## config.mk

```make
export PLATFORM = sky130hd
export DESIGN_NAME = cpu_spr_dma_flat
export DESIGN_NICKNAME = d
export VERILOG_FILES = /design/src/rtl/cpu_bus_pkg.sv /design/src/rtl/cpu_spr_dma_if.sv /design/src/rtl/cpu_spr_dma.sv /design/src/flat_wrapper.sv
export SDC_FILE = /design/constraint.sdc
export NUM_CORES = 1
export LEC_CHECK = 0
export CAP_MARGIN = 20
export CORE_MARGIN = 1
export CORE_UTILIZATION = 45
export DETAILED_ROUTE_END_ITERATION = 12
export PLACE_DENSITY = 0.86
export SYNTH_ARGS = -nofsm -noshare
export SYNTH_HDL_FRONTEND = slang
export SYNTH_SLANG_ARGS = --single-unit
```

## constraint.sdc

```tcl
create_clock -name i_CLK -period 4 [get_ports i_CLK]
set_input_delay 1 -clock i_CLK [delete_from_list [all_inputs] [get_ports i_CLK]]
set_output_delay 1 -clock i_CLK [all_outputs]
set_load 0.03 [all_outputs]
```

## src/rtl/cpu_bus_pkg.sv

```systemverilog
// Shared CPU-bus constants and the sprite DMA state encoding.
package cpu_bus_pkg;

    localparam logic [15:0] REG_ADDR      = 16'h4014;
    localparam logic [15:0] OAM_DATA_ADDR = 16'h2004;

    typedef enum logic [2:0] {
        ST_IDLE  = 3'd0,
        ST_HALT  = 3'd1,
        ST_ALIGN = 3'd2,
        ST_READ  = 3'd3,
        ST_WRITE = 3'd4
    } dma_state_e;

endpackage

```

## src/rtl/cpu_spr_dma_if.sv

```systemverilog
// CPU snoop inputs, bus read data and DMA master outputs of the sprite DMA.
interface cpu_spr_dma_if;

    logic [15:0] i_CPU_ADDR;
    logic [7:0]  i_CPU_DATA;
    logic        i_CPU_R_WN;
    logic [7:0]  i_BUS_DATA;
    logic        o_PAUSE;
    logic [15:0] o_DMA_ADDR;
    logic [7:0]  o_DMA_DATA;
    logic        o_DMA_R_WN;
    logic        o_BUSY;

    // Console side: CPU bus and memory system.
    modport master (
        output i_CPU_ADDR, i_CPU_DATA, i_CPU_R_WN, i_BUS_DATA,
        input  o_PAUSE, o_DMA_ADDR, o_DMA_DATA, o_DMA_R_WN, o_BUSY
    );

    // DMA engine side.
    modport slave (
        input  i_CPU_ADDR, i_CPU_DATA, i_CPU_R_WN, i_BUS_DATA,
        output o_PAUSE, o_DMA_ADDR, o_DMA_DATA, o_DMA_R_WN, o_BUSY
    );

endinterface

```

## src/rtl/cpu_spr_dma.sv

```systemverilog
// Sprite DMA: a write to $4014 pauses the CPU and copies page {data,00} to $2004.
module cpu_spr_dma
    import cpu_bus_pkg::*;
(
    input  logic          i_CLK,
    input  logic          i_RST_N,
    cpu_spr_dma_if.slave  bus
);

    dma_state_e  state_q, state_d;
    logic [7:0]  page_q,  page_d;
    logic [7:0]  cnt_q,   cnt_d;
    logic [7:0]  data_q,  data_d;
    logic        parity_q, parity_d;

    logic [15:0] dma_addr_c;
    logic [7:0]  dma_data_c;
    logic        dma_r_wn_c;

    // State, page, byte counter, read latch and free-running parity.
    always_ff @(posedge i_CLK or negedge i_RST_N) begin
        if (!i_RST_N) begin
            state_q  <= ST_IDLE;
            page_q   <= 8'h00;
            cnt_q    <= 8'h00;
            data_q   <= 8'h00;
            parity_q <= 1'b0;
        end else begin
            state_q  <= state_d;
            page_q   <= page_d;
            cnt_q    <= cnt_d;
            data_q   <= data_d;
            parity_q <= parity_d;
        end
    end

    // Next state: trigger, one halt cycle, optional align, then read/write pairs.
    always_comb begin
        state_d  = state_q;
        page_d   = page_q;
        cnt_d    = cnt_q;
        data_d   = data_q;
        parity_d = ~parity_q;
        unique case (state_q)
            ST_IDLE: begin
                if (!bus.i_CPU_R_WN && (bus.i_CPU_ADDR == REG_ADDR)) begin
                    page_d  = bus.i_CPU_DATA;
                    cnt_d   = 8'h00;
                    state_d = ST_HALT;
                end
            end
            // Odd halt cycle means the next cycle is even and can start reading.
            ST_HALT:  state_d = parity_q ? ST_READ : ST_ALIGN;
            ST_ALIGN: state_d = ST_READ;
            ST_READ: begin
                data_d  = bus.i_BUS_DATA;
                state_d = ST_WRITE;
            end
            ST_WRITE: begin
                cnt_d   = cnt_q + 8'd1;
                state_d = (cnt_q == 8'hFF) ? ST_IDLE : ST_READ;
            end
            default:  state_d = ST_IDLE;
        endcase
    end

    // Bus drive decoded from state; source address wraps within the page.
    always_comb begin
        dma_addr_c = 16'h0000;
        dma_data_c = 8'h00;
        dma_r_wn_c = 1'b1;
        if (state_q == ST_READ) begin
            dma_addr_c = {page_q, cnt_q};
        end else if (state_q == ST_WRITE) begin
            dma_addr_c = OAM_DATA_ADDR;
            dma_data_c = data_q;
            dma_r_wn_c = 1'b0;
        end
    end

    assign bus.o_PAUSE    = (state_q != ST_IDLE);
    assign bus.o_BUSY     = (state_q != ST_IDLE);
    assign bus.o_DMA_ADDR = dma_addr_c;
    assign bus.o_DMA_DATA = dma_data_c;
    assign bus.o_DMA_R_WN = dma_r_wn_c;

endmodule
```

## src/flat_wrapper.sv

```systemverilog
// flat-port wrapper written by rule: the top's interface ports become plain ports
module cpu_spr_dma_flat import cpu_bus_pkg::*;
  (i_CLK, i_RST_N, bus_i_CPU_ADDR, bus_i_CPU_DATA, bus_i_CPU_R_WN, bus_i_BUS_DATA, bus_o_PAUSE, bus_o_DMA_ADDR, bus_o_DMA_DATA, bus_o_DMA_R_WN, bus_o_BUSY);
  cpu_spr_dma_if bus_i ();
  input  logic i_CLK;
  input  logic i_RST_N;
  input wire logic [$bits(bus_i.i_CPU_ADDR)-1:0] bus_i_CPU_ADDR;
  input wire logic [$bits(bus_i.i_CPU_DATA)-1:0] bus_i_CPU_DATA;
  input wire logic [$bits(bus_i.i_CPU_R_WN)-1:0] bus_i_CPU_R_WN;
  input wire logic [$bits(bus_i.i_BUS_DATA)-1:0] bus_i_BUS_DATA;
  output wire logic [$bits(bus_i.o_PAUSE)-1:0] bus_o_PAUSE;
  output wire logic [$bits(bus_i.o_DMA_ADDR)-1:0] bus_o_DMA_ADDR;
  output wire logic [$bits(bus_i.o_DMA_DATA)-1:0] bus_o_DMA_DATA;
  output wire logic [$bits(bus_i.o_DMA_R_WN)-1:0] bus_o_DMA_R_WN;
  output wire logic [$bits(bus_i.o_BUSY)-1:0] bus_o_BUSY;
  assign bus_i.i_CPU_ADDR = bus_i_CPU_ADDR;
  assign bus_i.i_CPU_DATA = bus_i_CPU_DATA;
  assign bus_i.i_CPU_R_WN = bus_i_CPU_R_WN;
  assign bus_i.i_BUS_DATA = bus_i_BUS_DATA;
  assign bus_o_PAUSE = bus_i.o_PAUSE;
  assign bus_o_DMA_ADDR = bus_i.o_DMA_ADDR;
  assign bus_o_DMA_DATA = bus_i.o_DMA_DATA;
  assign bus_o_DMA_R_WN = bus_i.o_DMA_R_WN;
  assign bus_o_BUSY = bus_i.o_BUSY;
  cpu_spr_dma u_core (.i_CLK(i_CLK), .i_RST_N(i_RST_N), .bus(bus_i));
endmodule
```

; Yosys cells after proc, flatten, opt, wreduce, memory -nomap -nowiden
; Index checks and enable logic that the tools add are counted.
[word_totals]
wordCells = 33
input_bits = 35
mem_bits_rw = 0
output_inout_bits = 27
mem_bits_ro = 0
latch_bits = 0
memories = 0
regBits = 28
[classes]
add_sub_neg = 1
n_eq_ne = 7
div_mod_pow = 0
n_bitwise = 1
n_reduce_logical = 7
n_mux = 12
multipliers = 0
order_cmp = 0
n_shift = 0
[ops]
columns = op, n
row1 = $mux W8, 3
row2 = $eq A16 B15 Y1 const B, 1
row3 = $mux W16, 1
row4 = $pmux W8 S2, 1
row5 = $pmux W3 S5, 1
row6 = $mux W14, 1
row7 = $add A8 B1 Y8 const B, 1
row8 = $eq A8 B8 Y1 const B, 1
row9 = $eq A3 B2 Y1 const B, 2
row10 = $reduce_and A2 Y1, 2
row11 = $eq A3 B1 Y1 const B, 1
row12 = $eq A3 B3 Y1 const B, 1
row13 = $logic_not A3 Y1, 1
row14 = $mux W1, 3
row15 = $mux W3, 1
row16 = $reduce_bool A3 Y1, 1
row17 = $mux W2, 1
row18 = $ne A2 B1 Y1 const B, 1
row19 = $reduce_bool A2 Y1, 1
row20 = $logic_and A1 B1 Y1, 1
row21 = $logic_not A1 Y1, 1
row22 = $not A1 Y1, 1

; Logic depth before layout (Yosys ltp)
[depth]
ltp_word = 4
depth_mapped = 5
ltp_nobuf = 4

; Least setup slack after synthesis
; Ideal clock, no wire load.
[synth_timing]
path_type = flip-flop to output port
start = register u_core.state_q[0]
end = output bus_o_DMA_DATA[0]
path_slack_ns = 1.623
path_buffers = 1
stages_incl_launch_ff = 4
arrival_time_ns = 1.377
required_time_ns = 3.000
path_cell_list = dfrtp_1 > nor3b_2 > clkbuf_1 > and2_1
[synth_via]
elab_chain_len = 3
word_cells_on_any_way = 4
cone_classes = eq/ne (2) / mux (2)
[synth_lines]
columns = element, line_no
row1 = from (decl), cpu_spr_dma.sv:10  ; dma_state_e state_q, state_d;
row2 = from (signal assigned), cpu_spr_dma.sv:29  ; state_q <= state_d;
row3 = $eq A3 B3 Y1, cpu_spr_dma.sv:74  ; end else if (state_q == ST_WRITE) begin
row4 = $mux W8, cpu_spr_dma.sv:74
row5 = $mux W8 (*), cpu_spr_dma.sv:72  ; if (state_q == ST_READ) begin
row6 = to (decl), flat_wrapper.sv:13  ; output wire logic [$bits(bus_i.o_DMA_DATA)-1:0] bus_o_DMA_DATA;
; Mark *: on every way between the ends. The rest lies on a longest branch, timed or not.

; Worst setup path in the final report
[layout_timing]
start = register u_core.state_q[1]
end = output bus_o_DMA_ADDR[10]
[layout_via]
elab_chain_len = 2
[layout_lines]
columns = element, line_no
row1 = $eq A3 B2 Y1, cpu_spr_dma.sv:72
row2 = $mux W16, cpu_spr_dma.sv:72
row3 = to (decl), flat_wrapper.sv:12  ; output wire logic [$bits(bus_i.o_DMA_ADDR)-1:0] bus_o_DMA_ADDR;
; Every way passes these cells.

==> metrics.md <==
| Metric | Value |
|---|---|
| Status | `finished, final reports clean` |
| TritonCTS clock tree | `built` |
| Tot GR Track Use | `0.229` |
| Register area share after synthesis | `0.494` |
| Max Slew Vio Count | `0` |
| CTS Root Cell | `clkbuf_4` |
| Area of the core | `3030 um2` |
| Post-Syn Area | `1420 um2` |
| Post-route cell area | `2130 um2` |
| Routability cong. | `0.861` |
| Setup TNS Final | `0 ns` |
| Synth top area cells | `dfrtp_1 (49%), mux2_2 (13%), and2_1 (9.7%)` |
| Clk sinks | `28` |
| Max rail drop VDD | `0.274 mV` |
| HPWL Detailed | `between 2000 and 2500 um` |
| Fin crit share | `0.774` |
| Area of placed instances | `2070 um2` |
| Crit Reg-Reg Endpoint | `u_core.cnt_q[1]$_DFFE_PN0P_` |
| Max Freq | `323 MHz` |
| Initial antenna violation count | `0` |
| Clock buffer depth | `2` |
| Syn Area/Cell | `10.4 um2` |
| Slew margin rel. | `0.582` |
| Cell row count | `20` |
| Worst slew pin tran | `0.622 ns` |
| Via-per-instance ratio | `5.15` |
| CP endpoint | `bus_o_DMA_ADDR[10]` |
| DIE WIDTH | `58.2 um` |
| Final worst path period need | `3.10 ns` |
| Worst hold path type | `flip-flop to flip-flop` |
| Power density over the cells | `575 nW/um2` |
| Most frequent cell after synthesis | `dfrtp_1` |
| I/O pins | `62` |
| First-pass GRT wire length | `5900 um` |
| CP Cell Sequence | `nand2_1, nor2_1, buf_4, and2_1, clkdlybuf4s50_1` |
| Mapped Nets | `172` |
| Crit path max fanout | `25` |
| RSZ-0062 raised after global routing | `false` |
| Placed cell count | `238` |
| Max incr delay on CP | `approximately 0.67 ns` |
| Synth async-reset ratio | `1.00` |
| Inserted Diodes | `0` |
| Synthesized flop and latch total | `28` |
| CP bufs+invs | `2` |
| CP top delay family | `buffers and inverters` |
| Post-Route WL | `roughly 3400 um` |
| Fill count | `238` |
| Critical path depth in cells | `5` |
| Largest net degree at the start of global routing | `29` |
| Share of layout cells above drive strength 1 | `0.141` |
| R2r setup slk | `1.97 ns` |
| TritonCTS Buffers | `3` |
| Slowest CP cell | `clkdlybuf4s50_1` |
| Worst setup path startpoint | `u_core.state_q[1]$_DFFE_PN0P_` |
| # hold bufs at CTS | `0` |
| Leakage power | `0.897 nW` |
| Synth warn | `0` |
| Area Growth Syn to Fin | `49.8%` |
| Nets | `between 200 and 250` |
| Total gr overflow | `0` |
| Final ANT Viol Nets | `0` |
| DR pass1 iterations | `4` |
| Cts repair resizes | `0` |
| Req. time, crit path | `roughly 3 ns` |
| Arrival time worst endpoint | `2.10 ns` |
| Avg WL per Cell | `around 14 um` |
| Post-synth top area cell | `dfrtp_1` |
| Starting DRT DRC Count | `32` |
| Post-synth EDFFs | `0` |
| Die area | `around 3400 um2` |
| Die height | `58.2 um` |
| Non-Filler Instances | `242` |
| Worst R2R Path Depth | `3` |
| Area occupied by multi-input gates | `677 um2` |
| Core Util, Final | `0.702` |
| Share of the synthesized area in the top cell type | `0.494` |
| Post-synthesis cell type count | `30` |
| H-tree levels | `1` |
| Max cap viols | `0` |
| Reg clk slew, reported paths | `0.15 ns` |
| RR Startpoint | `u_core.state_q[0]$_DFFE_PN0P_` |
| Register area | `701 um2` |
| Worst-Skew Late Latency | `around 0.34 ns` |
| Via count | `1246` |
| Vias in the first global route | `1243` |
| Mapped Cells | `136` |
| Setup clock skew after layout | `about 0.00074 ns` |
| DR DRC count | `0` |
| Buffers inserted by post-CTS timing repair | `0` |
| Port Buf Inserts | `61` |
| Final setup vio count | `0` |
| Startpoint Class | `flip-flop` |
| Initial Util | `0.469` |
| Crit Path Class | `flip-flop to output pin` |
| Final hold vios | `0` |
| CP endpoint kind | `output pin` |
| Post-synth top cells | `dfrtp_1 (28), and2_1 (22), mux2_2 (16), nand2_1 (15), o21ai_0 (9)` |
| Primary FF master, synth | `dfrtp_1` |
[state kept, by name (all words and copies together) (netlist names)]
| signal | count |
|---|---|
| u_core.cnt_q | 8 |
| u_core.data_q | 8 |
| u_core.page_q | 8 |
| u_core.state_q | 3 |
| u_core.parity_q | 1 |
[routing by layer]
layer	GRT usage	wire, um	up-vias
met2	0.365	1660	51
met3	0.0402	198	5
met4	0.0918	63	0
met1	0.313	1460	605
li1	-	-	585
met5	0	0	-
[layout make-up]
cell class	count	area share
Sequential cell	28	0.330
Multi-Input combinational cell	100	0.318
Timing Repair Buffer	64	0.298
Tap cell	44	0.0259
Clock inverter	1	0.0141
Clock buffer	3	0.0106
Inverter	2	0.00353
[report_power, final]
part	internal (W)	switching (W)	leakage [nW]	total, W
combinational	0.000269	0.000299	0.526	0.000568
clock	0.000102	0.0000854	0.0279	0.000187
sequential	0.000378	0.0000893	0.343	0.000467
[worst min path at each step]
stage	from	slack (ns)	to	depth (start not counted)
2_1_floorplan	u_core.parity_q$_DFF_PN0_	0.38	u_core.parity_q$_DFF_PN0_	1
3_3_place_gp	u_core.parity_q$_DFF_PN0_	0.39	u_core.parity_q$_DFF_PN0_	1
3_5_place_dp	u_core.parity_q$_DFF_PN0_	0.43	u_core.parity_q$_DFF_PN0_	1
4_1_cts	u_core.parity_q$_DFF_PN0_	0.45	u_core.parity_q$_DFF_PN0_	1
5_1_grt	u_core.parity_q$_DFF_PN0_	0.45	u_core.parity_q$_DFF_PN0_	1
6_report	u_core.parity_q$_DFF_PN0_	0.44	u_core.parity_q$_DFF_PN0_	1
[cell families (layout without fill, tap and decap cells)]
family	Yosys count	count (layout)	share of synthesized area
buffers and inverters	8	70	0.0291
adder cells (fa/ha/maj)	1	1	0.00882
AND/OR/NAND/NOR	68	68	0.274
multiplexers	16	16	0.127
AO/OA/AOI/OAI	12	12	0.0485
XOR/XNOR	3	3	0.0185
flip-flops	28	28	0.494
[cells in the final DEF, fill, tap and decap left out, drive strengths merged, types with 2 or more instances in the layout]
cell type	netlist	routed
clkdlybuf4s50	0	61
dfrtp	28	28
and2	22	22
mux2	16	16
nand2	15	15
o21ai	9	9
nor2	7	7
nand4	5	5
clkbuf	4	3
buf	2	3
nor3	3	3
and3	2	2
or2	2	2
nand3	2	2
xor2	2	2
nor2b	2	2
o211ai	2	2
nand2b	2	2
inv	2	2
[per-stage QoR]
step / total power [W] / hold slack, ns / setup WS [ns]
2_1_floorplan: 0.000833 / 0.379 / 1.62
3_3_place_gp: 0.00101 / 0.392 / 1.12
3_5_place_dp: 0.00104 / 0.425 / 1.04
4_1_cts: 0.00123 / 0.446 / 0.882
5_1_grt: 0.00130 / 0.449 / 0.716
6_report: 0.00122 / 0.436 / 0.903
(Power assumes the default switching activity.)
